File: config.mk
export PLATFORM = sky130hd
export DESIGN_NAME = tone_scheduler_flat
export DESIGN_NICKNAME = d
export VERILOG_FILES = /design/src/rtl/tone_scheduler_if.sv /design/src/rtl/tone_scheduler.sv /design/src/flat_wrapper.sv
export SDC_FILE = /design/constraint.sdc
export NUM_CORES = 1
export LEC_CHECK = 0
export ABC_AREA = 1
export CAP_MARGIN = 20
export CORE_ASPECT_RATIO = 0.7
export CORE_UTILIZATION = 35
export CTS_BUF_LIST = sky130_fd_sc_hd__clkbuf_4 sky130_fd_sc_hd__clkbuf_8
export DETAILED_ROUTE_END_ITERATION = 16
export PLACE_DENSITY = 0.59
export SLEW_MARGIN = 20
export SYNTH_ARGS = -nofsm -noshare
export SYNTH_HDL_FRONTEND = slang
export SYNTH_SLANG_ARGS = --single-unit
File: constraint.sdc
create_clock -name clk_50MHz -period 1.6 [get_ports clk_50MHz]
set_input_delay 0.4 -clock clk_50MHz [delete_from_list [all_inputs] [get_ports clk_50MHz]]
set_output_delay 0.4 -clock clk_50MHz [all_outputs]
set_load 0.1 [all_outputs]
File: src/rtl/tone_scheduler_if.sv
// Tone scheduler bus: divider inputs, key/autoplay controls and speaker-side outputs.
interface tone_scheduler_if #(
    parameter int unsigned SEQ_LEN = 8
);
    localparam int unsigned StepW = $clog2(SEQ_LEN);

    logic [3:0]           tone_in;
    logic [3:0]           key_req;
    logic                 play_start;
    logic                 play_stop;
    logic [3*SEQ_LEN-1:0] seq_pattern;
    logic                 speaker_out;
    logic [1:0]           note_sel;
    logic                 note_active;
    logic                 busy;
    logic [StepW-1:0]     step_idx;

    // Driver side (board / bench)
    modport master (
        output tone_in, key_req, play_start, play_stop, seq_pattern,
        input  speaker_out, note_sel, note_active, busy, step_idx
    );

    // Scheduler side
    modport slave (
        input  tone_in, key_req, play_start, play_stop, seq_pattern,
        output speaker_out, note_sel, note_active, busy, step_idx
    );
endinterface

File: src/rtl/tone_scheduler.sv
// Speaker pin arbiter: manual note keys versus a timed autoplay sequencer
// stepping through a pattern latched at start. All outputs are registered.
module tone_scheduler #(
    parameter int unsigned NOTE_CYCLES = 12_500_000,
    parameter int unsigned GAP_CYCLES  = 2_500_000,
    parameter int unsigned SEQ_LEN     = 8
) (
    input  logic             clk_50MHz,
    input  logic             reset_button,
    tone_scheduler_if.slave  bus
);
    localparam int unsigned MaxCycles = (NOTE_CYCLES > GAP_CYCLES) ? NOTE_CYCLES : GAP_CYCLES;
    localparam int unsigned TimerW    = (MaxCycles > 1) ? $clog2(MaxCycles) : 1;
    localparam int unsigned StepW     = $clog2(SEQ_LEN);

    localparam logic [TimerW-1:0] NoteLast = TimerW'(NOTE_CYCLES - 1);
    localparam logic [TimerW-1:0] GapLast  = TimerW'(GAP_CYCLES - 1);
    localparam logic [StepW-1:0]  StepLast = StepW'(SEQ_LEN - 1);

    typedef enum logic [1:0] {StIdle, StManual, StNote, StGap} state_e;

    state_e               r_state;
    logic [TimerW-1:0]    r_timer;
    logic [StepW-1:0]     r_step;
    logic [3*SEQ_LEN-1:0] r_pattern;
    logic [1:0]           r_note_sel;
    logic                 r_note_active;
    logic                 r_busy;
    logic                 r_speaker;

    logic                 w_start;
    logic                 w_playing;
    logic [2:0]           w_steps [SEQ_LEN];
    logic [StepW-1:0]     w_step_next;
    logic [2:0]           w_next_entry;
    logic [2:0]           w_first_entry;
    logic [1:0]           w_key_low;
    logic                 w_key_held;
    logic                 w_tone;

    // A simultaneous stop cancels a start everywhere
    assign w_start       = bus.play_start & ~bus.play_stop;
    assign w_playing     = (r_state == StNote) || (r_state == StGap);
    assign w_step_next   = r_step + 1'b1;
    assign w_next_entry  = w_steps[w_step_next];
    assign w_first_entry = bus.seq_pattern[2:0];
    assign w_key_held    = bus.key_req[r_note_sel];
    assign w_tone        = bus.tone_in[r_note_sel];

    for (genvar k = 0; k < SEQ_LEN; k++) begin : g_steps
        assign w_steps[k] = r_pattern[3*k +: 3];
    end

    // Lowest set key wins the grant
    always_comb begin
        w_key_low = 2'd0;
        for (int i = 3; i >= 0; i--) begin
            if (bus.key_req[i]) begin
                w_key_low = 2'(i);
            end
        end
    end

    // Scheduler FSM with its registered outputs and the speaker retiming flop
    always_ff @(posedge clk_50MHz) begin
        if (reset_button) begin
            r_state       <= StIdle;
            r_timer       <= '0;
            r_step        <= '0;
            r_pattern     <= '0;
            r_note_sel    <= 2'd0;
            r_note_active <= 1'b0;
            r_busy        <= 1'b0;
            r_speaker     <= 1'b0;
        end else begin
            r_speaker <= r_note_active & w_tone;

            if (!w_playing && w_start) begin
                // Autoplay beats manual keys from both IDLE and MANUAL
                r_state       <= StNote;
                r_timer       <= '0;
                r_step        <= '0;
                r_pattern     <= bus.seq_pattern;
                r_note_sel    <= w_first_entry[1:0];
                r_note_active <= ~w_first_entry[2];
                r_busy        <= 1'b1;
            end else if (w_playing && bus.play_stop) begin
                r_state       <= StIdle;
                r_timer       <= '0;
                r_step        <= '0;
                r_note_active <= 1'b0;
                r_busy        <= 1'b0;
            end else begin
                unique case (r_state)
                    StIdle: begin
                        if (bus.key_req != 4'd0) begin
                            r_state       <= StManual;
                            r_note_sel    <= w_key_low;
                            r_note_active <= 1'b1;
                        end
                    end
                    StManual: begin
                        // Release always passes through IDLE before re-arbitration
                        if (!w_key_held) begin
                            r_state       <= StIdle;
                            r_note_active <= 1'b0;
                        end
                    end
                    StNote: begin
                        if (r_timer == NoteLast) begin
                            r_state       <= StGap;
                            r_timer       <= '0;
                            r_note_active <= 1'b0;
                        end else begin
                            r_timer <= r_timer + 1'b1;
                        end
                    end
                    StGap: begin
                        if (r_timer == GapLast) begin
                            r_timer <= '0;
                            if (r_step == StepLast) begin
                                // step_idx stays on the last step; no wrap
                                r_state <= StIdle;
                                r_busy  <= 1'b0;
                            end else begin
                                r_state       <= StNote;
                                r_step        <= w_step_next;
                                r_note_sel    <= w_next_entry[1:0];
                                r_note_active <= ~w_next_entry[2];
                            end
                        end else begin
                            r_timer <= r_timer + 1'b1;
                        end
                    end
                endcase
            end
        end
    end

    assign bus.speaker_out = r_speaker;
    assign bus.note_sel    = r_note_sel;
    assign bus.note_active = r_note_active;
    assign bus.busy        = r_busy;
    assign bus.step_idx    = r_step;
endmodule

File: src/flat_wrapper.sv
// flat-port wrapper written by rule: the top's interface ports become plain ports
module tone_scheduler_flat 
#(
    parameter int unsigned NOTE_CYCLES = 12_500_000,
    parameter int unsigned GAP_CYCLES  = 2_500_000,
    parameter int unsigned SEQ_LEN     = 8
)
  (clk_50MHz, reset_button, bus_tone_in, bus_key_req, bus_play_start, bus_play_stop, bus_seq_pattern, bus_speaker_out, bus_note_sel, bus_note_active, bus_busy, bus_step_idx);
  tone_scheduler_if #(.SEQ_LEN(SEQ_LEN)) bus_i ();
  input  logic clk_50MHz;
  input  logic reset_button;
  input wire logic [$bits(bus_i.tone_in)-1:0] bus_tone_in;
  input wire logic [$bits(bus_i.key_req)-1:0] bus_key_req;
  input wire logic [$bits(bus_i.play_start)-1:0] bus_play_start;
  input wire logic [$bits(bus_i.play_stop)-1:0] bus_play_stop;
  input wire logic [$bits(bus_i.seq_pattern)-1:0] bus_seq_pattern;
  output wire logic [$bits(bus_i.speaker_out)-1:0] bus_speaker_out;
  output wire logic [$bits(bus_i.note_sel)-1:0] bus_note_sel;
  output wire logic [$bits(bus_i.note_active)-1:0] bus_note_active;
  output wire logic [$bits(bus_i.busy)-1:0] bus_busy;
  output wire logic [$bits(bus_i.step_idx)-1:0] bus_step_idx;
  assign bus_i.tone_in = bus_tone_in;
  assign bus_i.key_req = bus_key_req;
  assign bus_i.play_start = bus_play_start;
  assign bus_i.play_stop = bus_play_stop;
  assign bus_i.seq_pattern = bus_seq_pattern;
  assign bus_speaker_out = bus_i.speaker_out;
  assign bus_note_sel = bus_i.note_sel;
  assign bus_note_active = bus_i.note_active;
  assign bus_busy = bus_i.busy;
  assign bus_step_idx = bus_i.step_idx;
  tone_scheduler #(.NOTE_CYCLES(NOTE_CYCLES), .GAP_CYCLES(GAP_CYCLES), .SEQ_LEN(SEQ_LEN)) u_core (.clk_50MHz(clk_50MHz), .reset_button(reset_button), .bus(bus_i));
endmodule
==> impl_results.md, run 1 <==
* Status: finished, violations left
* Failing checks: negative setup slack
* Initial antenna violation count at 0
* Synth area leader: dfxtp_1
* CTS Root Cell: clkbuf_8
* Reg2reg start: u_core.r_state[0]
* Worst Tran Pin Value at 0.288 ns
* Hold crit path type: flop to flop
* #FFs+latches synth at 58
* Top cell by count, worst path: inv_4
* Synth Cell Area at 0.00328 mm²
* Slowest CP cell: dfxtp_4
* Final Hold Viols at 0
* CP cell instances: inv_4 > ha_4 > inv_4 > nand2_8 > nand2_4 > inv_4 > nor2_4 > nand2_4 > inv_4 > buf_4 > nand2_4 > nor3_1
* WS Path Type: flop to flop
* P per Cell Area at 1050 mW/mm²
* Die width at 118 µm
* Num CTS Buffers at 9
* Port bufs at 43
* Cells on worst reg2reg path at 12
* Synth async-reset ratio at 0%
* CP arrival at 1.90 ns
* Top post-synthesis cells by area: dfxtp_1 (35%), nor2_1 (10%), nand2_1 (8.8%)
* Synth Warn # at 0
* Final Non-Filler Cells at 746
* Max Cap Viol at 0
* Synth cell types at 41
* Core footprint at 0.00907 mm²
* Initial DRC count at 203
* Leakage at 2.19 nW
* # IOs at 44
* Max stage delay on crit path at 0.38 ns
* Die height at 83.0 µm
* FF-to-FF End: u_core.r_timer[12]
* Most common cell in the netlist: nor2_1
* Die area at 0.00977 mm²
* EDFF count, synth at 0
* Wire per inst at 14.0 µm
* Area grow syn2layout at 58.2%
* Clock Tree Buf Depth at 2
* Layout Nets at 661
* Top-area cell type share of the netlist area at 35.4%
* Vias at 3685
* Worst Skew at 0.00732 ns
* Data required, critical path at 1.87 ns
* Cell depth of the worst setup path at 12
* Fin worst setup slack at -0.0228 ns
* Pin count of the biggest net entering global routing at 31
* Max IR drop VDD at 678 µV
* Initial Util at 36.2%
* Hold endpoint: u_core.r_pattern[6]
* Row Count at 29
* Worst Path Buf+Inv at 5
* H-tree depth at 3
* Hold Path Origin: u_core.r_pattern[6]
* Worst-Skew Late Latency at 0.35 ns
* Gate Count Post-Synth at 485
* Commonest cells in the synthesized netlist: nor2_1 (88), nand2_1 (77), dfxtp_1 (58)
* Slew Viols, Final at 0
* First-pass GRT wire length at 17200 µm
* CP Max Fanout at 8
* Seq/Total Area, Yosys at 35.4%
* Hold depth at 2
* Via-per-instance ratio at 4.94
* GR Overflow Total at 0
* Final Wtd Congestion at 0.884
* Post-synth top flop: dfxtp_1
* Placed cell area at 0.00457 mm²
* Reg2reg setup slack at -0.02 ns
* Dpl cells at 720
* Vias in the first global route at 3445
* DP Wirelength at 7730 µm
* Fmax at 616 MHz
* ANT nets after route at 0
* DR DRC count at 0
* Routed Wire Length at 10500 µm
* Mean Syn Cell Area at 6.76 µm²
* Slew headroom at 80.6%
* Clock Pin Slew Worst Setup and Hold Paths at 0.07 ns
* Antenna diode count at 0
* Final instance area at 0.00519 mm²
* Initial DRT Pass Iterations at 5
* Sink Count at 58
* Hold Buf Count CTS at 0
* Final setup viols at 5
* Startpoint Class: flop
* CP delay by family, top: simple AND/OR/NAND/NOR gates
* Final period util at 101%
* CP Capture Type: flop
* CTS tree: done
* Unrepaired setup endpoints after global routing: yes
* Syn Nets at 529
* Final min period at 1.62 ns
* Gr usage total at 22.2%
* Fraction of layout cells with a size suffix above 1 at 35.7%
[flip-flops by register name (all words and copies together), names as in the netlist]
register                flops
u_core.bus.step_idx         3
u_core.bus.speaker_out      1
u_core.bus.note_active      1
u_core.bus.busy             1
u_core.r_pattern           24
u_core.r_state              2
u_core.r_timer             24
u_core.bus.note_sel         2
[cell usage in the layout, fill, tap and decap left out, types with 5 or more instances in the layout]
master           netlist  layout
dfxtp_4                0       5
nand2_4                0       6
inv_4                  1       6
buf_4                  0      84
nand4_1               10      10
nor2_2                 4      22
clkdlybuf4s50_1        0      35
nand2_1               77      70
nor3_2                 2       5
nor2_1                88      65
inv_1                 55      46
dfxtp_1               58      40
dfxtp_2                0      13
inv_2                  4       7
buf_12                 1      11
clkbuf_8               0       9
ha_4                   0       5
nand3_2                0       6
nand3_1               34      27
o21ai_1                1       6
nor2_4                 2       7
nand2_2                5       7
xor2_1                 9       9
o21ai_0               42      36
a21oi_1               34      30
[worst max-delay path by stage]
stage / start / end / slack, ns
CTS: u_core.r_state[0] / u_core.r_timer[18] / -0.008
floorplan: u_core.r_state[1] / u_core.r_timer[20] / -0.03
finish: u_core.r_state[0] / u_core.r_timer[12] / -0.02
global placement: bus_play_stop / u_core.r_timer[12] / -0.30
detailed placement: bus_play_stop / u_core.r_timer[12] / -0.37
global route: u_core.r_timer[12] / u_core.r_timer[1] / -0.14
[worst register-to-register path, cell delays in order (launching register included)]
cell,delay [ns]
dfxtp_4,0.38
inv_4,0.04
ha_4,0.16
inv_4,0.07
nand2_8,0.09
nand2_4,0.09
inv_4,0.04
nor2_4,0.13
nand2_4,0.10
inv_4,0.08
buf_4,0.11
nand2_4,0.09
nor3_1,0.16
[per-stage QoR]
| step | hold WS (ns) | util [%] | power [mW] | setup slack, ns | TNS (ns) |
|---|---|---|---|---|---|
| 2_1_floorplan | 0.429 | - | 3.10 | -0.0260 | -0.0523 |
| 3_3_place_gp | 0.439 | 50.3 | 3.79 | -0.304 | -10.61 |
| 3_5_place_dp | 0.444 | 50.3 | 3.82 | -0.368 | -13.36 |
| 4_1_cts | 0.454 | 54.5 | 5.28 | -0.00781 | -0.00781 |
| 5_1_grt | 0.467 | 57.2 | 5.78 | -0.137 | -2.42 |
| 6_report | 0.455 | 57.2 | 5.46 | -0.0228 | -0.0570 |
[metal layers]
layer	routed length [µm]	vias up	track usage [%]
li1	-	1849	-
met4	98	0	4.90
met5	0	-	0
met2	4270	120	31.9
met3	716	7	5.49
met1	5370	1709	33.0
[logic make-up (layout without fill, tap and decap cells)]
| family | count (synthesis) | in the layout | synth area share (%) |
|---|---|---|---|
| AND/OR/NAND/NOR | 240 | 241 | 33.3 |
| AO/OA/AOI/OAI | 91 | 91 | 15.0 |
| buffers and inverters | 76 | 212 | 10.0 |
| flip-flops | 58 | 58 | 35.4 |
| XOR/XNOR | 12 | 12 | 3.21 |
| adder cells (fa/ha/maj) | 8 | 8 | 3.05 |
[area by class of cell]
| cell class | instances | area, µm² |
|---|---|---|
| Sequential cell | 58 | 1200 |
| Inverter | 61 | 260 |
| Fill cell | 873 | 3880 |
| Tap cell | 124 | 155 |
| Clock inverter | 7 | 67.6 |
| Timing Repair Buffer | 135 | 1260 |
| Multi-Input combinational cell | 352 | 2120 |
| Clock buffer | 9 | 124 |
[power by group]
| part | total [mW] | switching (mW) | internal [mW] |
|---|---|---|---|
| sequential | 1.80 | 0.160 | 1.64 |
| combinational | 2.31 | 1.36 | 0.952 |
| clock | 1.35 | 0.637 | 0.716 |
| total | 5.46 | 2.15 | 3.30 |
[repair_timing]
| item | 4_1_cts | 5_1_grt |
|---|---|---|
| gates cloned | 1 | 0 |
| setup endpoints to repair | 27 | 40 |
| setup buffers | 5 | 4 |
| resized for setup | 34 | 72 |
| pin swaps | 10 | 24 |
(Power assumes the default switching activity.)
==> inputs of run 2 (changes only) <==
--- a/config.mk
+++ b/config.mk
@@ -5,13 +5,14 @@
 export SDC_FILE = /design/constraint.sdc
 export NUM_CORES = 1
 export LEC_CHECK = 0
-export ABC_AREA = 1
+export ABC_AREA = 0
 export CAP_MARGIN = 20
 export CORE_ASPECT_RATIO = 0.7
+export CORE_MARGIN = 4
 export CORE_UTILIZATION = 35
 export CTS_BUF_LIST = sky130_fd_sc_hd__clkbuf_4 sky130_fd_sc_hd__clkbuf_8
 export DETAILED_ROUTE_END_ITERATION = 16
-export PLACE_DENSITY = 0.59
+export PLACE_DENSITY = 0.6
 export SLEW_MARGIN = 20
 export SYNTH_ARGS = -nofsm -noshare
 export SYNTH_HDL_FRONTEND = slang
==> run 2 against run 1 <==
The flow still finishes with violations (negative setup slack). Combinational power is 13% lower. Worst hold slack gained 0.00080 ns. Sequential share of layout area increased by 2.7 points. Via count down 24%. Register-to-register slack worse by 0.67 ns. Clock power increased by 15%. Critical path depth is 6 lower. Sequential cell count is the same. Count of clock-buffer cells in the layout up 3. Clock skew up 0.0054 ns. Global-route usage decreased by 4.3 points. Non-clock buffer count down 9. Largest cell class unchanged. Largest power group unchanged.
==> impl_results.md, run 2 <==
* Status: finished, violations left
* Failing checks: negative setup slack
* Final setup viols at 57
* Slew Viols, Final at 0
* DR DRC count at 0
* Max IR drop VDD at 658 µV
* Main combinational cell family by area after synthesis: simple AND/OR/NAND/NOR gates
* Reg2reg start: u_core.r_timer[22]
* Dpl cells at 539
* CTS tree: done
* Adder-cell share of the synthesized area at 3.49%
* Worst Tran Pin Value at 0.373 ns
* Initial DRT Pass Iterations at 4
* Routed Wire Length at 8380 µm
* Comb pwr share at 38.3%
* Syn Nets at 385
* Vias at 2791
* Initial Util at 36.3%
* CP arrival at 2.55 ns
* Synth Warn # at 0
* Synth Area in Compound Gates at 11.9%
* Unrepaired setup endpoints after global routing: yes
* WS Path Type: flop to flop
* Initial DRC count at 187
* Design Power at 5.24 mW
* Clock Pin Slew Worst Setup and Hold Paths at 0.06 ns
* Gr usage total at 17.9%
* Seq/Total Area, Yosys at 40.5%
* Worst-Skew Late Latency at 0.33 ns
* Synth area leader: dfxtp_1
* Die width at 116 µm
* Placed cell area at 0.00404 mm²
* Final instance area at 0.00458 mm²
* Leakage at 1.74 nW
* Most frequent cells in the layout: buf_4 (67), nand2_1 (58), dfxtp_1 (50)
* Pin count of the biggest net entering global routing at 32
* Max Cap Viol at 0
* CP Max Fanout at 5
* Worst Skew at 0.0127 ns
* Int Pwr at 3.57 mW
* FF-to-FF End: u_core.bus.note_sel[1]
* Hold_ws at 0.455 ns
* Area grow syn2layout at 59.7%
* XOR/XNOR Fraction of Synth Area at 7.02%
* H-tree depth at 3
* Hold Path Origin: u_core.r_pattern[10]
* Post-synthesis mux area share at 8.42%
* Final period util at 143%
* CP Capture Type: flop
* Sw Share at 31.9%
* Startpoint Class: flop
* Fin worst setup slack at -0.691 ns
* P per Cell Area at 1140 mW/mm²
* Synth async-reset ratio at 0%
* Sequential share of power at 32.1%
* Wire per inst at 14.8 µm
* Mean Syn Cell Area at 8.41 µm²
* GR Overflow Total at 0
* Fraction of layout cells with a size suffix above 1 at 33.6%
* Port bufs at 43
* Final Non-Filler Cells at 565
* Synth Cell Area at 0.00287 mm²
* Slew headroom at 74.8%
* CP cell instances: or4b_1 > or4_4 > o31ai_4 > nand3_2 > or3_4 > a21oi_2
* Gate Count Post-Synth at 341
* Row Count at 27
* Initial antenna violation count at 0
* Synth Area in Simple Gates at 25.3%
* Final Wtd Congestion at 0.810
* Commonest cells in the synthesized netlist: nand2_1 (68), dfxtp_1 (58), nor2_1 (45)
* Num CTS Buffers at 9
* Commonest non-fill, non-tap cell in the layout: buf_4
* ANT nets after route at 0
* # IOs at 44
* EDFF count, synth at 0
* Post-synth top flop: dfxtp_1
* DP Wirelength at 5880 µm
* Most common cell in the netlist: nand2_1
* Core footprint at 0.00791 mm²
* CTS Root Cell: clkbuf_8
* Synth cell types at 47
* #FFs+latches synth at 58
* Hold depth at 2
* Die height at 83.8 µm
* Antenna diode count at 0
* Top post-synthesis cells by area: dfxtp_1 (40%), nand2_1 (8.9%), nor2_1 (5.9%)
* Vias in the first global route at 2724
* First-pass GRT wire length at 13700 µm
* Hold endpoint: u_core.r_pattern[10]
* Slowest CP cell: or4_4
* Final Hold Viols at 0
* Top-area cell type share of the netlist area at 40.5%
* Reg2reg setup slack at -0.69 ns
* Sink Count at 58
* Cells on worst reg2reg path at 6
* Fmax at 437 MHz
* Data required, critical path at 1.86 ns
* Fillers at 700
* Clock Tree Buf Depth at 2
* Die area at 0.00973 mm²
* Via-per-instance ratio at 4.94
* P_sw at 1.67 mW
* Hold Buf Count CTS at 0
* Proportion of power drawn by the clock network at 29.5%
* Final min period at 2.29 ns
* Max stage delay on crit path at 0.55 ns
* Layout Nets at 505
* CP Launch Point: u_core.r_timer[22]
* Hold crit path type: flop to flop
==> run 2: cell count changes in the layout (fill, tap and decap cells not counted), moves of 12 or more <==
cell	previous run	this run
nand3_1	27	5
nor2_1	65	45
buf_4	84	67
inv_1	46	6
o21ai_0	36	1
nor2_2	22	0
nand2_1	70	58
==> run 2: layout make-up <==
type                       instances  area (µm²)  area share [%]
inverter                           8        32.5           0.710
sequential                        58        1180            25.7
clock buffer                      12         165            3.60
tap                              101         126            2.76
multi-input combinational        258        1750            38.1
timing repair buffer             126        1270            27.8
clock inverter                     2        60.1            1.31
==> run 2: worst max path at each step <==
stage / cells after the start / to / slack [ns]
floorplan: 6 / u_core.r_state[1] / -0.60
global placement: 6 / u_core.r_state[1] / -0.63
detailed placement: 6 / u_core.r_state[1] / -0.67
CTS: 6 / u_core.bus.note_sel[1] / -0.67
global route: 6 / u_core.bus.note_sel[0] / -0.76
finish: 6 / u_core.bus.note_sel[1] / -0.69
==> run 2: critical path, delay by kind of cell, from the launching register on <==
family / cells / cell delay [ns]
AOI/OAI and AO/OA: 2 / 0.36
DFF: 1 / 0.31
and+or+nand+nor: 4 / 1.55
==> run 2: timing repair <==
item                                    in CTS  in global routing
pin swaps                                   21                 13
gates resized for setup                     26                 17
buffers inserted                             9                  0
gates cloned                                 3                  0
endpoints found under the setup margin      57                 57
==> run 2: cell families after synthesis <==
logic type      count (synthesis)
flops                          58
buf+inv                        25
xor+xnor                       23
compound gates                 54
simple gates                  158
mux                            15
fa+ha+maj                       8
==> run 2: through the flow <==
stage | TNS [ns] | util [%] | worst slack (ns)
6_report | -28.45 | 58.0 | -0.691
5_1_grt | -31.41 | 58.0 | -0.760
4_1_cts | -29.20 | 57.3 | -0.675
3_5_place_dp | -31.84 | 51.1 | -0.674
3_3_place_gp | -31.28 | 51.1 | -0.633
2_1_floorplan | -23.67 | - | -0.604
==> run 2: power groups by stage <==
| stage | registers, mW | logic (mW) | clock network (mW) |
|---|---|---|---|
| after floorplan | 1.91 | 0.775 | 0 |
| after global placement | 1.69 | 1.59 | 0 |
| after detailed placement | 1.68 | 1.62 | 0 |
| after CTS | 1.67 | 1.93 | 1.57 |
| after global routing | 1.69 | 2.15 | 1.64 |
| final | 1.68 | 2.01 | 1.55 |
==> run 2: metal layers <==
| metal | GRT usage, % | part of all wire [%] |
|---|---|---|
| met5 | 0 | 0 |
| met4 | 4.21 | 0.88 |
| met3 | 5.14 | 6.5 |
| met2 | 23.1 | 40 |
| met1 | 28.6 | 52 |
==> inputs of run 3 (changes only) <==
--- a/config.mk
+++ b/config.mk
@@ -6,12 +6,13 @@
 export NUM_CORES = 1
 export LEC_CHECK = 0
 export ABC_AREA = 0
-export CAP_MARGIN = 20
+export CAP_MARGIN = 25
 export CORE_ASPECT_RATIO = 0.7
 export CORE_MARGIN = 4
 export CORE_UTILIZATION = 35
 export CTS_BUF_LIST = sky130_fd_sc_hd__clkbuf_4 sky130_fd_sc_hd__clkbuf_8
 export DETAILED_ROUTE_END_ITERATION = 16
+export GPL_TIMING_DRIVEN = 1
 export PLACE_DENSITY = 0.6
 export SLEW_MARGIN = 20
 export SYNTH_ARGS = -nofsm -noshare
==> results of run 3 <==
Same layout as run 2: the final DEF is identical, and so are final timing and power.
